**src/rtl/exc_pkg.sv**
```systemverilog
// exc_pkg: exception codes, vector offsets, flag/select indices and FSM state for exception_ctrl
package exc_pkg;
  localparam logic [4:0] EX_INT  = 5'd0;
  localparam logic [4:0] EX_MOD  = 5'd1;
  localparam logic [4:0] EX_TLBL = 5'd2;
  localparam logic [4:0] EX_TLBS = 5'd3;
  localparam logic [4:0] EX_ADEL = 5'd4;
  localparam logic [4:0] EX_ADES = 5'd5;
  localparam logic [4:0] EX_SYS  = 5'd8;
  localparam logic [4:0] EX_BP   = 5'd9;
  localparam logic [4:0] EX_RI   = 5'd10;
  localparam logic [4:0] EX_OV   = 5'd12;
  localparam logic [31:0] OFF_REFILL = 32'h0000_0000;
  localparam logic [31:0] OFF_GEN    = 32'h0000_0180;
  localparam logic [31:0] OFF_IV     = 32'h0000_0200;
  localparam int F_MOD = 1;
  // select indices 1..11 coincide with the exc_flags bit positions
  localparam int S_INT  = 0;
  localparam int S_MOD  = 1;
  localparam int S_IREF = 2;
  localparam int S_DREF = 3;
  localparam int S_IINV = 4;
  localparam int S_DINV = 5;
  localparam int S_IADE = 6;
  localparam int S_DADE = 7;
  localparam int S_SYS  = 8;
  localparam int S_BP   = 9;
  localparam int S_RI   = 10;
  localparam int S_OV   = 11;
  localparam int S_ERET = 12;
  localparam int NSEL   = 13;
  localparam logic [NSEL-1:0] I_MASK = 13'h0054;
  localparam logic [NSEL-1:0] D_MASK = 13'h00AA;
  typedef enum logic [1:0] {ST_IDLE, ST_FLUSH, ST_HOLD} state_e;
  typedef enum logic [1:0] {BVA_NONE, BVA_PC, BVA_DATA} bva_src_e;
endpackage

```
**src/rtl/exc_prio_enc.sv**
```systemverilog
// exc_prio_enc: picks the highest-priority pending exception/ERET as a one-hot select with its ExcCode
module exc_prio_enc
  import exc_pkg::*;
(
  input  logic [11:0]     exc_flags,
  input  logic            data_we,
  input  logic            int_req,
  input  logic            eret,
  output logic [NSEL-1:0] sel,
  output logic [4:0]      exp_code,
  output bva_src_e        bva_src
);
  logic [NSEL-1:0] req;
  logic            unused_flag;
  assign unused_flag = exc_flags[0];
  assign req = {eret, exc_flags[11:2], exc_flags[F_MOD] & data_we, int_req};
  // lowest set bit is the highest priority
  assign sel = req & (~req + NSEL'(1));
  always_comb begin
    exp_code = sel[S_INT]                 ? EX_INT
             : sel[S_MOD]                 ? EX_MOD
             : (sel[S_DREF] | sel[S_DINV]) ? (data_we ? EX_TLBS : EX_TLBL)
             : (sel[S_IREF] | sel[S_IINV]) ? EX_TLBL
             : sel[S_IADE]                ? EX_ADEL
             : sel[S_DADE]                ? (data_we ? EX_ADES : EX_ADEL)
             : sel[S_SYS]                 ? EX_SYS
             : sel[S_BP]                  ? EX_BP
             : sel[S_RI]                  ? EX_RI
             : sel[S_OV]                  ? EX_OV
             : EX_INT;
    bva_src  = |(sel & I_MASK) ? BVA_PC : |(sel & D_MASK) ? BVA_DATA : BVA_NONE;
  end
endmodule

```
**src/rtl/exception_ctrl.sv**
```systemverilog
// exception_ctrl: commit-stage exception/ERET controller producing CP0 strobes, redirect PC and held flush
module exception_ctrl
  import exc_pkg::*;
#(
  parameter int          NUM_INT     = 8,
  parameter logic [31:0] BEV_BASE    = 32'hBFC0_0200,
  parameter bit          SUPPORT_IV  = 1'b1,
  parameter bit          SUPPORT_EXL = 1'b1
) (
  input  logic               clk,
  input  logic               resetn,
  input  logic               commit_valid,
  input  logic [31:0]        pc,
  input  logic [31:0]        data_vaddr,
  input  logic               data_we,
  input  logic               in_delayslot,
  input  logic [11:0]        exc_flags,
  input  logic               eret,
  input  logic [31:0]        epc_in,
  input  logic               status_ie,
  input  logic               status_exl,
  input  logic               status_bev,
  input  logic               cause_iv,
  input  logic [31:0]        ebase,
  input  logic [NUM_INT-1:0] int_pending,
  input  logic [NUM_INT-1:0] int_mask,
  input  logic               fetch_busy,
  input  logic               fetch_data_ok,
  output logic               exc_now,
  output logic               flush,
  output logic [31:0]        redirect_pc,
  output logic               wr_exp,
  output logic [4:0]         exp_code,
  output logic               epc_we,
  output logic [31:0]        epc,
  output logic               bd,
  output logic               badvaddr_we,
  output logic [31:0]        badvaddr,
  output logic               clear_exl
);
  state_e          state, state_nx;
  logic [NSEL-1:0] sel;
  logic [4:0]      code;
  bva_src_e        bva_src;
  logic            int_req, settle, refill, is_eret, exl_block;
  logic [31:0]     base, offset, vec;
  logic [11:0]     unused_ebase;
  assign unused_ebase = ebase[11:0];
  assign int_req = status_ie & ~status_exl & |(int_pending & int_mask);
  exc_prio_enc u_enc (
    .exc_flags(exc_flags),
    .data_we  (data_we),
    .int_req  (int_req),
    .eret     (eret),
    .sel      (sel),
    .exp_code (code),
    .bva_src  (bva_src)
  );
  assign exl_block = SUPPORT_EXL & status_exl;
  assign is_eret   = sel[S_ERET];
  assign refill    = sel[S_IREF] | sel[S_DREF];
  // FLUSH that settles this cycle may accept a new exception; HOLD never does
  always_comb begin
    settle   = ~fetch_busy | fetch_data_ok;
    exc_now  = commit_valid & (|sel) & ((state == ST_IDLE) | ((state == ST_FLUSH) & settle));
    base     = status_bev ? BEV_BASE : {ebase[31:12], 12'h000};
    offset   = (refill & ~exl_block) ? OFF_REFILL
             : (sel[S_INT] & cause_iv & SUPPORT_IV) ? OFF_IV : OFF_GEN;
    vec      = is_eret ? epc_in : base + offset;
    state_nx = exc_now ? ST_FLUSH
             : (state == ST_FLUSH) ? (settle ? ST_IDLE : ST_HOLD)
             : (state == ST_HOLD) ? (fetch_data_ok ? ST_IDLE : ST_HOLD)
             : ST_IDLE;
  end
  assign flush = state != ST_IDLE;
  always_ff @(posedge clk or negedge resetn) begin
    if (!resetn) begin
      state       <= ST_IDLE;
      redirect_pc <= '0;
      wr_exp      <= 1'b0;
      exp_code    <= '0;
      epc_we      <= 1'b0;
      epc         <= '0;
      bd          <= 1'b0;
      badvaddr_we <= 1'b0;
      badvaddr    <= '0;
      clear_exl   <= 1'b0;
    end else begin
      state       <= state_nx;
      wr_exp      <= exc_now & ~is_eret;
      epc_we      <= exc_now & ~is_eret & ~exl_block;
      clear_exl   <= exc_now & is_eret;
      badvaddr_we <= exc_now & (bva_src != BVA_NONE);
      if (exc_now) begin
        redirect_pc <= vec;
        exp_code    <= code;
        epc         <= in_delayslot ? pc - 32'd4 : pc;
        bd          <= in_delayslot;
        badvaddr    <= bva_src == BVA_PC ? pc : bva_src == BVA_DATA ? data_vaddr : 32'h0;
      end
    end
  end
endmodule

```
**config.mk**
```make
export PLATFORM = sky130hd
export DESIGN_NAME = exception_ctrl
export DESIGN_NICKNAME = d
export VERILOG_FILES = /design/src/rtl/exc_pkg.sv /design/src/rtl/exc_prio_enc.sv /design/src/rtl/exception_ctrl.sv
export SDC_FILE = /design/constraint.sdc
export NUM_CORES = 1
export LEC_CHECK = 0
export ABC_AREA = 1
export BUFFER_PORTS_ARGS = -buffer_cell sky130_fd_sc_hd__buf_2
export CORE_MARGIN = 5
export CORE_UTILIZATION = 30
export DETAILED_ROUTE_END_ITERATION = 6
export HOLD_SLACK_MARGIN = 0.02
export SLEW_MARGIN = 20
export SYNTH_ARGS = -nofsm -noshare
export SYNTH_HDL_FRONTEND = slang
export SYNTH_SLANG_ARGS = --single-unit
```
**constraint.sdc**
```tcl
create_clock -name clk -period 1.39 [get_ports clk]
set_clock_uncertainty 0.05 [all_clocks]
set_input_delay 0.139 -clock clk [delete_from_list [all_inputs] [get_ports clk]]
set_output_delay 0.139 -clock clk [all_outputs]
set_load 0.03 [all_outputs]
```
; ---- Word level (Yosys, flattened, before mapping)
; Index checks and enable logic that the tools add are counted.
[classes]
addsub = 3
eq_ne = 4
mux = 26
bitwise_logic = 23
reduce_logical = 7
[ops]
columns = cell, count
row1 = $mux W32, 5
row2 = $mux W5, 9
row3 = $add A32 B10 Y32, 1
row4 = $sub A32 B3 Y32 const B, 1
row5 = $mux W10, 2
row6 = $mux W2, 7
row7 = $add A13 B1 Y13 const B, 1
row8 = $and A13 B13 Y13, 1
row9 = $not A13 Y13, 1
row10 = $reduce_or A13 Y1, 1
row11 = $and A1 B1 Y1, 12
row12 = $and A8 B8 Y8, 1
row13 = $reduce_or A8 Y1, 1
row14 = $or A1 B1 Y1, 5
row15 = $eq A2 B1 Y1 const B, 2
row16 = $eq A2 B2 Y1 const B, 2
row17 = $mux W4, 1
row18 = $reduce_bool A2 Y1, 2
row19 = $reduce_or A4 Y1, 1
row20 = $not A1 Y1, 3
row21 = $reduce_or A3 Y1, 1
row22 = $logic_not A2 Y1, 1
row23 = $mux W1, 2
[totals]
register_bits = 108
in_bits = 168
output_inout_bits = 108
word_cells = 73

; ---- Depth between registers and ports, before layout
; Gate-level depths: netlist of run 1.
[depth]
depth_word = 16
depth_mapped = 14

; ---- Modules after synthesis
; From an unflattened synthesis of run 1, not the netlist that was laid out.
[hier_totals]
cells_unflattened = 867
area_unflattened_um2 = 6190.9
[by_module_without_submodules]
columns = mod, n_inst, cells_per_inst, area_per_inst_um2
row1 = exception_ctrl, 1, 800, 5816.8
row2 = exc_prio_enc, 1, 67, 374.1

; ---- Worst setup path after synthesis of run 1
; No wires, ideal clock.
[synth_path]
kind = input to output
start = input port int_pending[5]
end = output port exc_now
arrival_ns = 1.475
required_ns = 1.201
setup_slack_ns = -0.274
stages = 12
path_buffers = 1
path_cell_list = nand2_1 -> nand2_1 -> nor2_1 -> nand2_1 -> nand2_2 -> nand4_2 -> nor2_4 -> inv_2 -> nand3_2 -> nand2_2 -> buf_2 -> inv_1
[synth_between]
elab_chain_len = 9
[synth_rtl]
columns = element, line_no
row1 = "start, declared", exception_ctrl.sv:25  ; input logic [NUM_INT-1:0] int_pending,
row2 = $and A8 B8 Y8 (*), exception_ctrl.sv:49  ; assign int_req = status_ie & ~status_exl & |(int_pending & int_mask);
row3 = $reduce_or A8 Y1 (*), exception_ctrl.sv:49
row4 = $and A1 B1 Y1 (*), exception_ctrl.sv:49
row5 = $not A13 Y13, exc_prio_enc.sv:18  ; assign sel = req & (~req + NSEL'(1));
row6 = $add A13 B1 Y13, exc_prio_enc.sv:18
row7 = $and A13 B13 Y13 (*), exc_prio_enc.sv:18
row8 = $reduce_or A13 Y1 (*), exception_ctrl.sv:65  ; exc_now = commit_valid & (|sel) & ((state == ST_IDLE) | ((state == ST_FLUSH) & settle));
row9 = $and A1 B1 Y1 (*) (2 in series), exception_ctrl.sv:65
row10 = "end, declared", exception_ctrl.sv:29  ; output logic exc_now,
; Every way passes the cells marked *; elsewhere a longest branch is shown, timed or not.

; ---- Final worst setup path of run 1
[layout_path]
start = input port int_mask[3]
end = output port exc_now
[layout_between]
elab_chain_len = 9
[layout_rtl]
columns = element, line_no
row1 = "start, declared", exception_ctrl.sv:26  ; input logic [NUM_INT-1:0] int_mask,
row2 = $and A8 B8 Y8 (*), exception_ctrl.sv:49
row3 = $reduce_or A8 Y1 (*), exception_ctrl.sv:49
row4 = $and A1 B1 Y1 (*), exception_ctrl.sv:49
row5 = $not A13 Y13, exc_prio_enc.sv:18
row6 = $add A13 B1 Y13, exc_prio_enc.sv:18
row7 = $and A13 B13 Y13 (*), exc_prio_enc.sv:18
row8 = $reduce_or A13 Y1 (*), exception_ctrl.sv:65
row9 = $and A1 B1 Y1 (*) (2 in series), exception_ctrl.sv:65
; Marked as above.

==> results.json, run 1 <==
{
  "outcome": "complete, but fails checks",
  "violations": "setup timing",
  "drtAntennaViolNets": 0,
  "reg2regPathDepth": 9,
  "arrival_ns": 1.43,
  "synth_top_family_by_area": "simple AND/OR/NAND/NOR gates",
  "synth_adder_area_share_pct": 0.4011,
  "start_util_pct": 30.63,
  "peakVddDrop_mv": 0.5886,
  "finalHoldViolCount": 0,
  "grt_pass1_vias": 7147,
  "seq_area_frac_synth_pct": 42.92,
  "syn_nets": 1082,
  "critPathSlowestCell": "nor2_2",
  "r2r-end": "epc[2]$_DFFE_PN0P_",
  "min_path_cells": 5,
  "hold_slack_ns": 0.05099,
  "cts_max_level": 3,
  "cts_tree": "done",
  "yosys.area_share.simple_pct": 42.36,
  "synth.area.mux_share_pct": 0,
  "die_width_um": 154.2,
  "crit_path_end_kind": "output pin",
  "r2r-start": "state[0]$_DFF_PN0_",
  "hpwl_um": 17070,
  "synth_compound_area_share_pct": 2.708,
  "final_max_slew_viol_count": 0,
  "vias": 7418,
  "final_cell_mix": "nand2_1, buf_2, buf_4",
  "rrSetupSlack_ns": -0.21,
  "wl_per_cell_um": 16.46,
  "fp.coreArea_um2": 20360,
  "path_buf_inv": 3,
  "vias_per_cell": 4.692,
  "p_seq_share_pct": 37.6,
  "portBuffers": 261,
  "gp_congestion": 0.8917,
  "dieArea_um2": 23780,
  "die_h_um": 154.2,
  "clk_latency_ns": 0.35,
  "p_sw_share_pct": 37.78,
  "crit_cells": 13,
  "drtIter0Drc": 397,
  "tns_ns": -14.92,
  "cpMostUsedCell": "nand2_2",
  "ys_types": 29,
  "netlist.area_leader.share_pct": 42.92,
  "yosysWarnings": 0,
  "start_kind": "input pin",
  "max_freq_mhz": 616.4,
  "drive_gt1_share_pct": 41.79,
  "hold_path.class": "in -> reg",
  "cp_max_fo": 8,
  "io_pins": 276,
  "cts-root-buf": "clkbuf_16",
  "yosys-top-cells-area": "dfrtp_1, nand2_1, nand3_1, nor2_1, inv_1",
  "finalNetCount": 1474,
  "cp.required_ns": 1.20,
  "min_period_ns": 1.622,
  "crit_chain": "buf_6 > nand2_2 > nand2_2 > nor2_2 > nand2_2 > nand2_4 > nand4_1 > nand2_1 > nor2_2 > nand3_4 > nand2_8 > clkinvlp_4 > buf_6",
  "antenna_found_initial": 3,
  "syn_avg_cell_area_um2": 6.840,
  "fin_crit_sh_pct": 116.7,
  "clk_pin_slew_ns": 0.07,
  "yosysTopAreaCell": "dfrtp_1",
  "numCtsBuffers": 9,
  "syn_to_final_growth_pct": 67.65,
  "slowest_delay_ns": 0.15,
  "drc": 0,
  "grt_pass1_wl_um": 38060,
  "intPower_mw": 6.270,
  "clockBufferDepth": 2,
  "grt_overflow": 0,
  "ys_seq_elements": 107,
  "cts_sinks": 107,
  "synthesis.area_um2": 6238,
  "crit_type": "in -> out",
  "rsz0062_at_grt": "true",
  "drt_first_pass_iters": 5,
  "dp.cells": 1518,
  "critPathTopFamily": "simple AND/OR/NAND/NOR gates",
  "fp-row-count": 52,
  "finalSetupViolCount": 106,
  "mostFrequentLayoutCell": "nand2_1",
  "setup_ws_ns": -0.2323,
  "final_cells": 1581,
  "grt_usage_pct": 19.93,
  "p_clk_share_pct": 24.4,
  "hold_end": "redirect_pc[2]$_DFFE_PN0P_",
  "cap_viol_max_count": 0,
  "grt_max_degree": 45,
  "synth-xor-area-share_pct": 3.369,
  "leakagePower_nw": 5.793,
  "finalWirelength_um": 26020,
  "switchingPower_mw": 3.807,
  "hold_start": "epc_in[2]",
  "syn_inst": 912,
  "comb_power_share_pct": 38.1,
  "power.density_nw_per_um2": 963.5
}
[per-layer routing]
metal  track usage (%)  vias up  wire, um
met4             6.434        2       707
met2             32.70      259     12350
met3             3.325       47      1648
met1             26.90     3459     11300
li1                  -     3651         -
met5                 0        -         7
[logic make-up (layout without fill, tap and decap cells)]
family	Yosys count	after routing
XOR/XNOR	24	24
buffers and inverters	112	509
AND/OR/NAND/NOR	636	636
other	1	3
flip-flops	107	107
AO/OA/AOI/OAI	30	30
adder cells (fa/ha/maj)	2	2
[tightest hold or removal path, cell delays in order]
cell     delay, ns
buf_2         0.10
inv_1         0.04
nor2_1        0.04
nand3_2       0.06
nand2_1       0.04
[metrics by stage]
stage	worst slack, ns	cell area [um2]	power (mW)	util (%)
2_1_floorplan	-0.2114	6299	5.646	-
3_3_place_gp	-0.4908	8772	7.030	43.08
3_5_place_dp	-0.4917	8772	7.056	43.08
4_1_cts	-0.2451	9751	9.881	47.88
5_1_grt	-0.3416	10460	10.63	51.36
6_report	-0.2323	10460	10.08	51.36
[layout make-up]
class / count / area (um2)
Antenna cell: 2 / 5.005
Clock buffer: 11 / 232.7
Clock inverter: 5 / 37.54
Fill cell: 1952 / 9906
Inverter: 65 / 247.7
Multi-Input combinational cell: 693 / 3530
Sequential cell: 107 / 2678
Tap cell: 270 / 337.8
Timing Repair Buffer: 428 / 3391
[worst max-delay path by stage]
| stage | from | end | slack (ns) |
|---|---|---|---|
| detailed placement | int_pending[5] | badvaddr[10]$_DFFE_PN0P_ | -0.49 |
| CTS | int_pending[4] | exc_now | -0.25 |
| global placement | int_pending[5] | badvaddr[9]$_DFFE_PN0P_ | -0.49 |
| finish | int_mask[3] | exc_now | -0.23 |
| global route | int_pending[2] | exc_now | -0.34 |
| floorplan | int_pending[5] | badvaddr[0]$_DFFE_PN0P_ | -0.21 |
[state kept, by name, indices dropped and copies added (netlist names)]
name	count
state	2
redirect_pc	32
epc	32
badvaddr_we	1
exp_code	4
clear_exl	1
wr_exp	1
badvaddr	32
bd	1
epc_we	1
[synthesized netlist by cell type]
library cell,number
nor2_4,2
nand3_1,125
clkbuf_1,19
buf_6,8
nor4_1,1
nand3_2,1
inv_1,63
nand4_1,12
buf_4,2
nor2_2,2
nor2_1,76
conb_1,1
nand2_2,3
buf_2,18
a21oi_1,1
dfrtp_1,107
o21ai_0,26
clkinv_1,1
ha_1,2
or2_2,1
nand2_1,403
o21bai_1,2
a21boi_4,1
xnor2_1,6
nand4_2,1
nor3_2,2
nor3_1,7
inv_2,1
xor2_1,18
[repair_timing]
action	in CTS	in global routing
endpoints found under the hold margin	103	0
setup buffers	12	11
gates cloned	9	9
hold buffers	5	0
pin swaps	16	68
resized for setup	56	100
setup endpoints to repair	106	107
[power groups by stage]
stage / combinational [mW] / sequential (mW) / clock (mW)
floorplan: 0.945 / 4.70 / 0
global placement: 3.20 / 3.83 / 0
detailed placement: 3.22 / 3.83 / 0
CTS: 3.55 / 3.78 / 2.54
global route: 4.13 / 3.84 / 2.66
finish: 3.84 / 3.78 / 2.45
Power figures use the tool's default switching activity.
==> run 2: changes to the inputs <==
--- a/constraint.sdc
+++ b/constraint.sdc
@@ -4,2 +4,2 @@
 set_output_delay 0.139 -clock clk [all_outputs]
-set_load 0.03 [all_outputs]
+set_load 0.02 [all_outputs]
==> run 2 against run 1 <==
Compared with the run above:
- the flow still finishes with violations (setup timing)
- sequential share of layout area is 1.4 points higher
- fmax is 3.2% lower
- wire length is 3.4% lower
==> results.json, run 2 (synthesis gave the netlist of run 1 again) <==
{
  "fp-row-count": 52,
  "cts_sinks": 107,
  "setup_ws_ns": -0.2861,
  "outcome": "complete, but fails checks",
  "hold_path.class": "in -> reg",
  "numCtsBuffers": 9,
  "hold_start": "epc_in[1]",
  "die_h_um": 154.2,
  "power.density_nw_per_um2": 975.4,
  "start_util_pct": 30.63,
  "clk_latency_ns": 0.35,
  "fin_util_pct": 48.65,
  "r2r-start": "state[0]$_DFF_PN0_",
  "cts-root-buf": "clkbuf_16",
  "dieArea_um2": 23780,
  "crit_path_end_kind": "output pin",
  "startpoint": "int_mask[5]",
  "cts_max_level": 3,
  "crit_type": "in -> out",
  "io_pins": 276,
  "finalNetCount": 1462,
  "hpwl_um": 18040,
  "syn_to_final_growth_pct": 58.82,
  "peakVddDrop_mv": 0.5791,
  "fin_crit_sh_pct": 120.6,
  "max_freq_mhz": 596.6,
  "drtAntennaViolNets": 0,
  "dp.cells": 1524,
  "drt_first_pass_iters": 5,
  "drc": 0,
  "finalWirelength_um": 25120,
  "mostFrequentLayoutCell": "nand2_1",
  "clockBufferDepth": 2,
  "portBuffers": 261,
  "die_width_um": 154.2,
  "vias": 7226,
  "reg2regPathDepth": 8,
  "wl_per_cell_um": 16.03,
  "antenna_found_initial": 0,
  "cts_tree": "done",
  "start_kind": "input pin",
  "grt_usage_pct": 19.86,
  "final_cell_mix": "nand2_1, buf_2, nand3_1, buf_4, dfrtp_1",
  "gp_congestion": 0.9210,
  "drive_gt1_share_pct": 37.55,
  "clk_pin_slew_ns": 0.08,
  "grt_pass1_wl_um": 38220,
  "rrSetupSlack_ns": -0.16,
  "violations": "setup timing",
  "final_cells": 1567,
  "arrival_ns": 1.49,
  "rsz0062_at_grt": "true",
  "vias_per_cell": 4.611,
  "finalSetupViolCount": 106,
  "cp.required_ns": 1.20,
  "cap_viol_max_count": 0,
  "r2r-end": "epc[18]$_DFFE_PN0P_",
  "antennaDiodeCount": 0,
  "reg_top3": "badvaddr (32), epc (32), redirect_pc (32)",
  "grt_overflow": 0,
  "final_max_slew_viol_count": 0,
  "leakagePower_nw": 5.625,
  "grt_pass1_vias": 7057,
  "drtIter0Drc": 391,
  "finalHoldViolCount": 0,
  "min_period_ns": 1.676,
  "fill_cells": 2080,
  "grt_max_degree": 45,
  "fp.coreArea_um2": 20360,
  "cp_max_fo": 3,
  "cp-endpoint": "exc_now"
}
[run 2: cell types whose count changed in the layout (fill, tap and decap cells not counted), moves of 3 or more]
cell and delta:
buf_12 -8, inv_2 -3, nand3_2 -44, nor2_4 +3, inv_1 +3, buf_16 -4, nand2_2 -6, clkbuf_16 -4
buf_4 +4, nand2_4 +5, buf_6 +4, nand3_1 +46
[run 2: cell type report]
class	instances	area (um2)	share of cell area, %
Tap cell	270	337.8	3.410
Sequential cell	107	2678	27.02
Multi-Input combinational cell	693	3327	33.58
Timing Repair Buffer	416	3010	30.38
Clock inverter	7	83.83	0.8461
Clock buffer	9	225.2	2.273
Inverter	65	246.5	2.488
[run 2: how the worst min path moves through the flow]
stage	depth (start not counted)	slack (ns)	end
2_1_floorplan	0	-0.21	badvaddr[0]$_DFFE_PN0P_
3_3_place_gp	1	0.03	badvaddr[0]$_DFFE_PN0P_
3_5_place_dp	1	0.03	epc[1]$_DFFE_PN0P_
4_1_cts	5	0.04	redirect_pc[1]$_DFFE_PN0P_
5_1_grt	5	0.06	badvaddr[7]$_DFFE_PN0P_
6_report	5	0.05	redirect_pc[1]$_DFFE_PN0P_
[run 2: through the flow]
step	setup slack, ns	hold slack (ns)	total power, mW	instance area [um2]	setup TNS, ns
floorplan	-0.2109	-0.2066	5.307	6309	-17.22
global placement	-0.5901	0.02701	6.705	8810	-53.58
detailed placement	-0.6360	0.02518	6.724	8810	-57.92
CTS	-0.3501	0.03649	9.657	9468	-27.13
global route	-0.3515	0.06008	10.23	9908	-24.54
finish	-0.2861	0.05065	9.664	9908	-16.33
[run 2: where the power goes]
group          internal, mW  total, mW  switching [mW]
clock network          1.43       2.75            1.32
logic                  1.26       3.13            1.87
registers              3.55       3.78           0.237
total                  6.23       9.66            3.43
[run 2: repair_timing]
| action | in CTS | in global routing |
|---|---|---|
| hold buffers | 6 | 0 |
| setup endpoints to repair | 106 | 107 |
| endpoints found under the hold margin | 111 | 0 |
| gates cloned | 4 | 5 |
| setup buffers | 6 | 7 |
| gates resized for setup | 28 | 77 |
| pin swaps | 15 | 26 |
[run 2: metal layers]
layer  share of wire, %  vias to the layer above  GRT usage, %
li1                   -                     3612             -
met1                 44                     3306         26.93
met2                 47                      274         31.88
met3                7.4                       34         3.912
met4                2.5                        0         6.644
met5                  0                        -             0
[run 2: worst max-delay path: stages]
cell,delay [ns]
buf_6,0.10
nand2_4,0.07
nand2_4,0.05
nor2_4,0.12
nand2_4,0.07
buf_6,0.12
a21boi_4,0.14
nand2_2,0.08
nor2_4,0.11
nand3_4,0.13
nand2_8,0.10
buf_6,0.09
inv_4,0.03
buf_6,0.11
